==> config.mk <==
export PLATFORM = sky130hd
export DESIGN_NAME = sayac_sonuc_alici
export DESIGN_NICKNAME = d
export VERILOG_FILES = /design/src/rtl/sayac_pkt.sv /design/src/rtl/alici_fifo.sv /design/src/rtl/sayac_sonuc_alici.sv
export SDC_FILE = /design/constraint.sdc
export NUM_CORES = 1
export LEC_CHECK = 0
export ABC_CLOCK_PERIOD_IN_PS = 2550
export CAP_MARGIN = 30
export CORE_MARGIN = 2
export CORE_UTILIZATION = 30
export DETAILED_ROUTE_END_ITERATION = 10
export GPL_ROUTABILITY_DRIVEN = 0
export PLACE_DENSITY = 0.51
export SYNTH_ARGS = -nofsm -noshare
export SYNTH_HDL_FRONTEND = slang
export SYNTH_SLANG_ARGS = --single-unit
==> constraint.sdc <==
create_clock -name saat -period 2.55 [get_ports saat]
set_input_delay 0.51 -clock saat [delete_from_list [all_inputs] [get_ports saat]]
set_output_delay 0.51 -clock saat [all_outputs]
set_load 0.005 [all_outputs]
==> src/rtl/sayac_pkt.sv <==
// Shared constants for the counter pipeline receiver: field widths and the
// bit layout of a buffered entry {yon, miktar, sonuc}.
package sayac_pkt;

  localparam int MIKTAR_GENISLIK          = 3;
  localparam int VERI_GENISLIK_VARSAYILAN = 8;
  localparam int TOPLAM_GENISLIK          = 16;
  localparam int SONUC_LSB                = 0;

  function automatic int girdi_genislik(input int veri_genislik);
    return veri_genislik + MIKTAR_GENISLIK + 1;
  endfunction

  function automatic int miktar_lsb(input int veri_genislik);
    return SONUC_LSB + veri_genislik;
  endfunction

  function automatic int yon_bit(input int veri_genislik);
    return miktar_lsb(veri_genislik) + MIKTAR_GENISLIK;
  endfunction

  localparam int GIRDI_GENISLIK = girdi_genislik(VERI_GENISLIK_VARSAYILAN);

endpackage

==> src/rtl/alici_fifo.sv <==
// First-word-fall-through FIFO with a separate occupancy counter; a push into
// a full FIFO is accepted only when a pop frees the slot in the same cycle.
module alici_fifo
  import sayac_pkt::*;
#(
  parameter int DERINLIK = 4,
  parameter int GENISLIK = GIRDI_GENISLIK
) (
  input  logic                        saat,
  input  logic                        reset,
  input  logic                        yaz_i,
  input  logic [GENISLIK-1:0]         girdi_i,
  input  logic                        oku_i,
  output logic [GENISLIK-1:0]         bas_o,
  output logic                        kabul_o,
  output logic                        bos_o,
  output logic                        dolu_o,
  output logic [$clog2(DERINLIK):0]   sayi_o
);

  localparam int PTR_W  = $clog2(DERINLIK);
  localparam int SAYI_W = PTR_W + 1;

  logic [GENISLIK-1:0] mem_q [DERINLIK];
  logic [PTR_W-1:0]    wr_ptr_q, wr_ptr_d;
  logic [PTR_W-1:0]    rd_ptr_q, rd_ptr_d;
  logic [SAYI_W-1:0]   sayi_q, sayi_d;
  logic                pop, push;

  assign bos_o   = (sayi_q == '0);
  assign dolu_o  = (sayi_q == SAYI_W'(DERINLIK));
  assign pop     = oku_i && !bos_o;
  assign push    = yaz_i && (!dolu_o || pop);
  assign kabul_o = push;
  assign sayi_o  = sayi_q;
  assign bas_o   = mem_q[rd_ptr_q];

  always_comb begin
    wr_ptr_d = wr_ptr_q;
    rd_ptr_d = rd_ptr_q;
    sayi_d   = sayi_q;
    if (push) wr_ptr_d = wr_ptr_q + 1'b1;
    if (pop)  rd_ptr_d = rd_ptr_q + 1'b1;
    if (push && !pop)      sayi_d = sayi_q + 1'b1;
    else if (pop && !push) sayi_d = sayi_q - 1'b1;
  end

  always_ff @(posedge saat or posedge reset) begin
    if (reset) begin
      wr_ptr_q <= '0;
      rd_ptr_q <= '0;
      sayi_q   <= '0;
    end else begin
      // NOTE: non-blocking assignments so every register samples pre-edge values.
      wr_ptr_q <= wr_ptr_d;
      rd_ptr_q <= rd_ptr_d;
      sayi_q   <= sayi_d;
    end
  end

  // NOTE: storage has no reset; emptiness comes from sayi_q and the top zeroes
  // the outputs, so stale contents are never visible.
  always_ff @(posedge saat) begin
    if (push) mem_q[wr_ptr_q] <= girdi_i;
  end

endmodule

==> src/rtl/sayac_sonuc_alici.sv <==
// Receiver for counter pipeline results: buffers {yon, miktar, sonuc} entries,
// flags sticky overflow, optional running sum under SAYAC_ALICI_TOPLAM_EN.
module sayac_sonuc_alici
  import sayac_pkt::*;
#(
  parameter int DERINLIK      = 4,
  parameter int VERI_GENISLIK = VERI_GENISLIK_VARSAYILAN
) (
  input  logic                        saat,
  input  logic                        reset,
  input  logic                        hazir,
  input  logic [VERI_GENISLIK-1:0]    sonuc,
  input  logic                        yon,
  input  logic [MIKTAR_GENISLIK-1:0]  miktar,
  input  logic                        oku,
  output logic                        gecerli,
  output logic [VERI_GENISLIK-1:0]    cikis_veri,
  output logic                        cikis_yon,
  output logic [MIKTAR_GENISLIK-1:0]  cikis_miktar,
  output logic                        dolu,
  output logic [$clog2(DERINLIK):0]   sayi,
  output logic                        tasma,
  output logic [TOPLAM_GENISLIK-1:0]  toplam
);

  localparam int GW    = girdi_genislik(VERI_GENISLIK);
  localparam int M_LSB = miktar_lsb(VERI_GENISLIK);
  localparam int Y_BIT = yon_bit(VERI_GENISLIK);

  logic [GW-1:0] girdi, bas, bas_gorunen;
  logic          kabul, bos;
  logic          tasma_q, tasma_d;

  assign girdi = {yon, miktar, sonuc};

  alici_fifo #(
    .DERINLIK (DERINLIK),
    .GENISLIK (GW)
  ) u_fifo (
    .saat    (saat),
    .reset   (reset),
    .yaz_i   (hazir),
    .girdi_i (girdi),
    .oku_i   (oku),
    .bas_o   (bas),
    .kabul_o (kabul),
    .bos_o   (bos),
    .dolu_o  (dolu),
    .sayi_o  (sayi)
  );

  assign gecerli      = !bos;
  assign bas_gorunen  = gecerli ? bas : '0;
  assign cikis_veri   = bas_gorunen[M_LSB-1:SONUC_LSB];
  assign cikis_miktar = bas_gorunen[Y_BIT-1:M_LSB];
  assign cikis_yon    = bas_gorunen[Y_BIT];

  // A pulse the FIFO could not take is lost for good, hence sticky.
  always_comb begin
    tasma_d = tasma_q;
    if (hazir && !kabul) tasma_d = 1'b1;
  end

  always_ff @(posedge saat or posedge reset) begin
    if (reset) tasma_q <= 1'b0;
    else       tasma_q <= tasma_d;
  end

  assign tasma = tasma_q;

`ifdef SAYAC_ALICI_TOPLAM_EN
  logic [TOPLAM_GENISLIK-1:0] toplam_q, toplam_d;

  always_comb begin
    toplam_d = toplam_q;
    if (kabul) toplam_d = toplam_q + TOPLAM_GENISLIK'(sonuc);
  end

  always_ff @(posedge saat or posedge reset) begin
    if (reset) toplam_q <= '0;
    else       toplam_q <= toplam_d;
  end

  assign toplam = toplam_q;
`else
  assign toplam = '0;
`endif

endmodule

==> reports/results.ini <==
[detailed_routing]
wl_um = 4280
drc_errors = 0
wl_per_cell_um = 14.8
vias_per_cell = 4.17
ant_nets = 0
vias = 1200
firstDrtPassIters = 3
first_iter_violations = 36

[worst_setup_path]
critPathLaunchType = flip-flop
worstPathArrival_ns = 1.94
end_kind = output pin
cp.required_ns = 2.04
crit_fanout = 7
crit_type = flip-flop to output pin

[placed_design]
portBuffers = 33
dp.cells = 276
dp_hpwl_um = 3030
place_area_um2 = 2890
dp_slack_ns = 0.119

[finish]
fin_nets = 208
final_area_um2 = 3020
final_core_util_pct = 38.9
fillers = 758
final_cells = 288
drive_gt1_share_pct = 21.5
num_antenna_cells = 0
synthToLayoutAreaGrowth_pct = 24.9
multi_input_area_um2 = 652
ff_latch_area_um2 = 1640

[flow_run]
drv_cap = 0

[sta]
fin_crit_ns = 2.45
clock.fmax_mhz = 408
grt_setup_unrepaired = no
finalHoldViolations = 0
fin_skew_ns = 0.00903
tns_ns = 0
finalMaxSlewViolations = 0
setup_violations = 0
fin_crit_sh_pct = 96.1
fin_ws_ns = 0.0998

[cts]
root_buffer = clkbuf_8
cts_tree = yes
cts_hold_buf = 0
clk_path_buf_depth = 2
cts_sinks = 56
htree_levels = 2
numCtsBuffers = 5
clk_latency_ns = 0.30
path_clk_slew_ns = 0.08

[global_routing]
grt_max_degree = 16
grt_util_met3_pct = 3.05
busiest_layer = met2
grt.total_usage_pct = 10.2
overflow = 0
antenna_found_initial = 0
use_met1_pct = 12.2
grtUsageMet2_pct = 17.9
grt_pass1_vias = 1276
grt_pass1_wl_um = 6600

[floorplanning]
die_y_um = 93.8
start_util_pct = 31.1
die_x_um = 93.8
dieArea_um2 = 8800
core_um2 = 7770
rows = 32
boundaryPins = 50

[status]
status = finished, final reports clean

[power_and_ir_drop]
vdd_drop_max_uv = 410
p_leak_nw = 1.17
p_per_area_nw_per_um2 = 1040

[logic_synthesis]
synthTopCellsByArea = edfxtp_1, dfrtp_1, mux4_2
synthArstFlopShare_pct = 14.3
synth_cell_types = 25
synth.largest_area_cell = edfxtp_1
synth_enable_flop_cells = 48
synth_warnings = 0
ys_seq_area_share_pct = 67.9
synth_top_area_share_pct = 59.6
syn_area_per_cell_um2 = 18.5
syn_inst = 131
ys_ff_latch = 56
ys.flop_type = edfxtp_1
syn_area_um2 = 2420

[min_path]
hold_class = primary input to asynchronous set/reset pin

[cell usage after synthesis (2+ instances only)]
cell type	count
edfxtp_1	48
and2_1	16
buf_4	16
dfrtp_1	8
mux4_2	8
ha_1	5
inv_1	5
mux4_1	4
xnor2_1	4
xor2_1	2
[routing by layer]
layer | share of wire, % | vias to the layer above
met5 | 0 | -
met4 | 1.2 | 0
met3 | 5.5 | 7
met2 | 51 | 39
met1 | 42 | 590
li1 | - | 564
[cells in the final DEF, fill, tap and decap left out]
master	synthesis	routed
edfxtp_1	48	48
clkdlybuf4s50_1	0	26
buf_4	16	18
and2_1	16	16
conb_1	1	16
mux4_2	8	10
dfrtp_1	8	8
dlymetal6s2s_1	0	7
inv_1	5	5
ha_1	5	5
clkbuf_8	0	5
xnor2_1	4	4
mux4_1	4	2
xor2_1	2	2
clkinv_1	0	2
buf_6	1	2
nor3b_2	1	1
a31o_2	1	1
mux2_2	1	1
a21boi_2	1	1
or3_4	0	1
nand2_1	1	1
mux2_1	1	1
nand3_1	1	1
nor2_1	1	1
fa_1	1	1
[worst max-delay path, cell delays in order (launching register included)]
cell and delay [ns]:
dfrtp_1 0.39, buf_6 0.15, mux4_2 0.48, and2_1 0.18, clkdlybuf4s50_1 0.45
[where the power goes]
group          internal [W]  total [W]  switching (W)
clock              0.000182   0.000434       0.000252
sequential          0.00123    0.00131      0.0000780
combinational      0.000858    0.00141       0.000551
[registers in the layout (all words and copies together), names as in the netlist]
name	flops
u_fifo.wr_ptr_q	2
u_fifo.sayi_o	3
u_fifo.rd_ptr_q	2
tasma	1
u_fifo.mem_q	48
[through the flow]
step	power [W]	hold WS (ns)
floorplan	0.00206	0.326
global placement	0.00268	0.487
detailed placement	0.00272	0.484
CTS	0.00317	0.455
global route	0.00336	0.487
finish	0.00315	0.450
[worst paths after layout]
path	to	startpoint	slack (ns)	depth (start not counted)
max in group asynchronous	u_fifo.rd_ptr_q[1]$_DFFE_PP0P_	reset	1.87	2
min in group saat	tasma$_DFFE_PP0P_	tasma$_DFFE_PP0P_	0.50	1
hold reg to reg	tasma$_DFFE_PP0P_	tasma$_DFFE_PP0P_	0.50	1
setup / recovery	cikis_veri[1]	u_fifo.rd_ptr_q[0]$_DFFE_PP0P_	0.1	4
hold / removal	tasma$_DFFE_PP0P_	reset	0.45	2
setup reg to reg	u_fifo.sayi_o[2]$_DFFE_PP0P_	u_fifo.sayi_o[0]$_DFFE_PP0P_	0.47	8
[repair_timing]
item	CTS	global route
pin swaps	0	0
gates resized for setup	2	10
buffers inserted	0	5
setup endpoints to repair	8	11
[kinds of logic after synthesis]
| logic type | after synthesis | share of synthesized area (%) |
|---|---|---|
| buffers and inverters | 25 | 7.40 |
| DFF | 56 | 67.9 |
| xor gates and xnor gates | 6 | 2.17 |
| other | 1 | 0.155 |
| adders and majority gates | 6 | 3.41 |
| and+or+nand+nor | 21 | 5.43 |
| muxes | 14 | 12.7 |
| AOI/OAI and AO/OA | 2 | 0.828 |
[layout make-up]
cell class | count | area share (%)
clock buffer | 5 | 2.28
clock inverter | 2 | 0.248
tap | 102 | 4.22
timing repair buffer | 53 | 16.7
sequential | 56 | 54.3
inverter | 5 | 0.621
multi-input combinational | 65 | 21.6
Power figures use the tool's default switching activity.
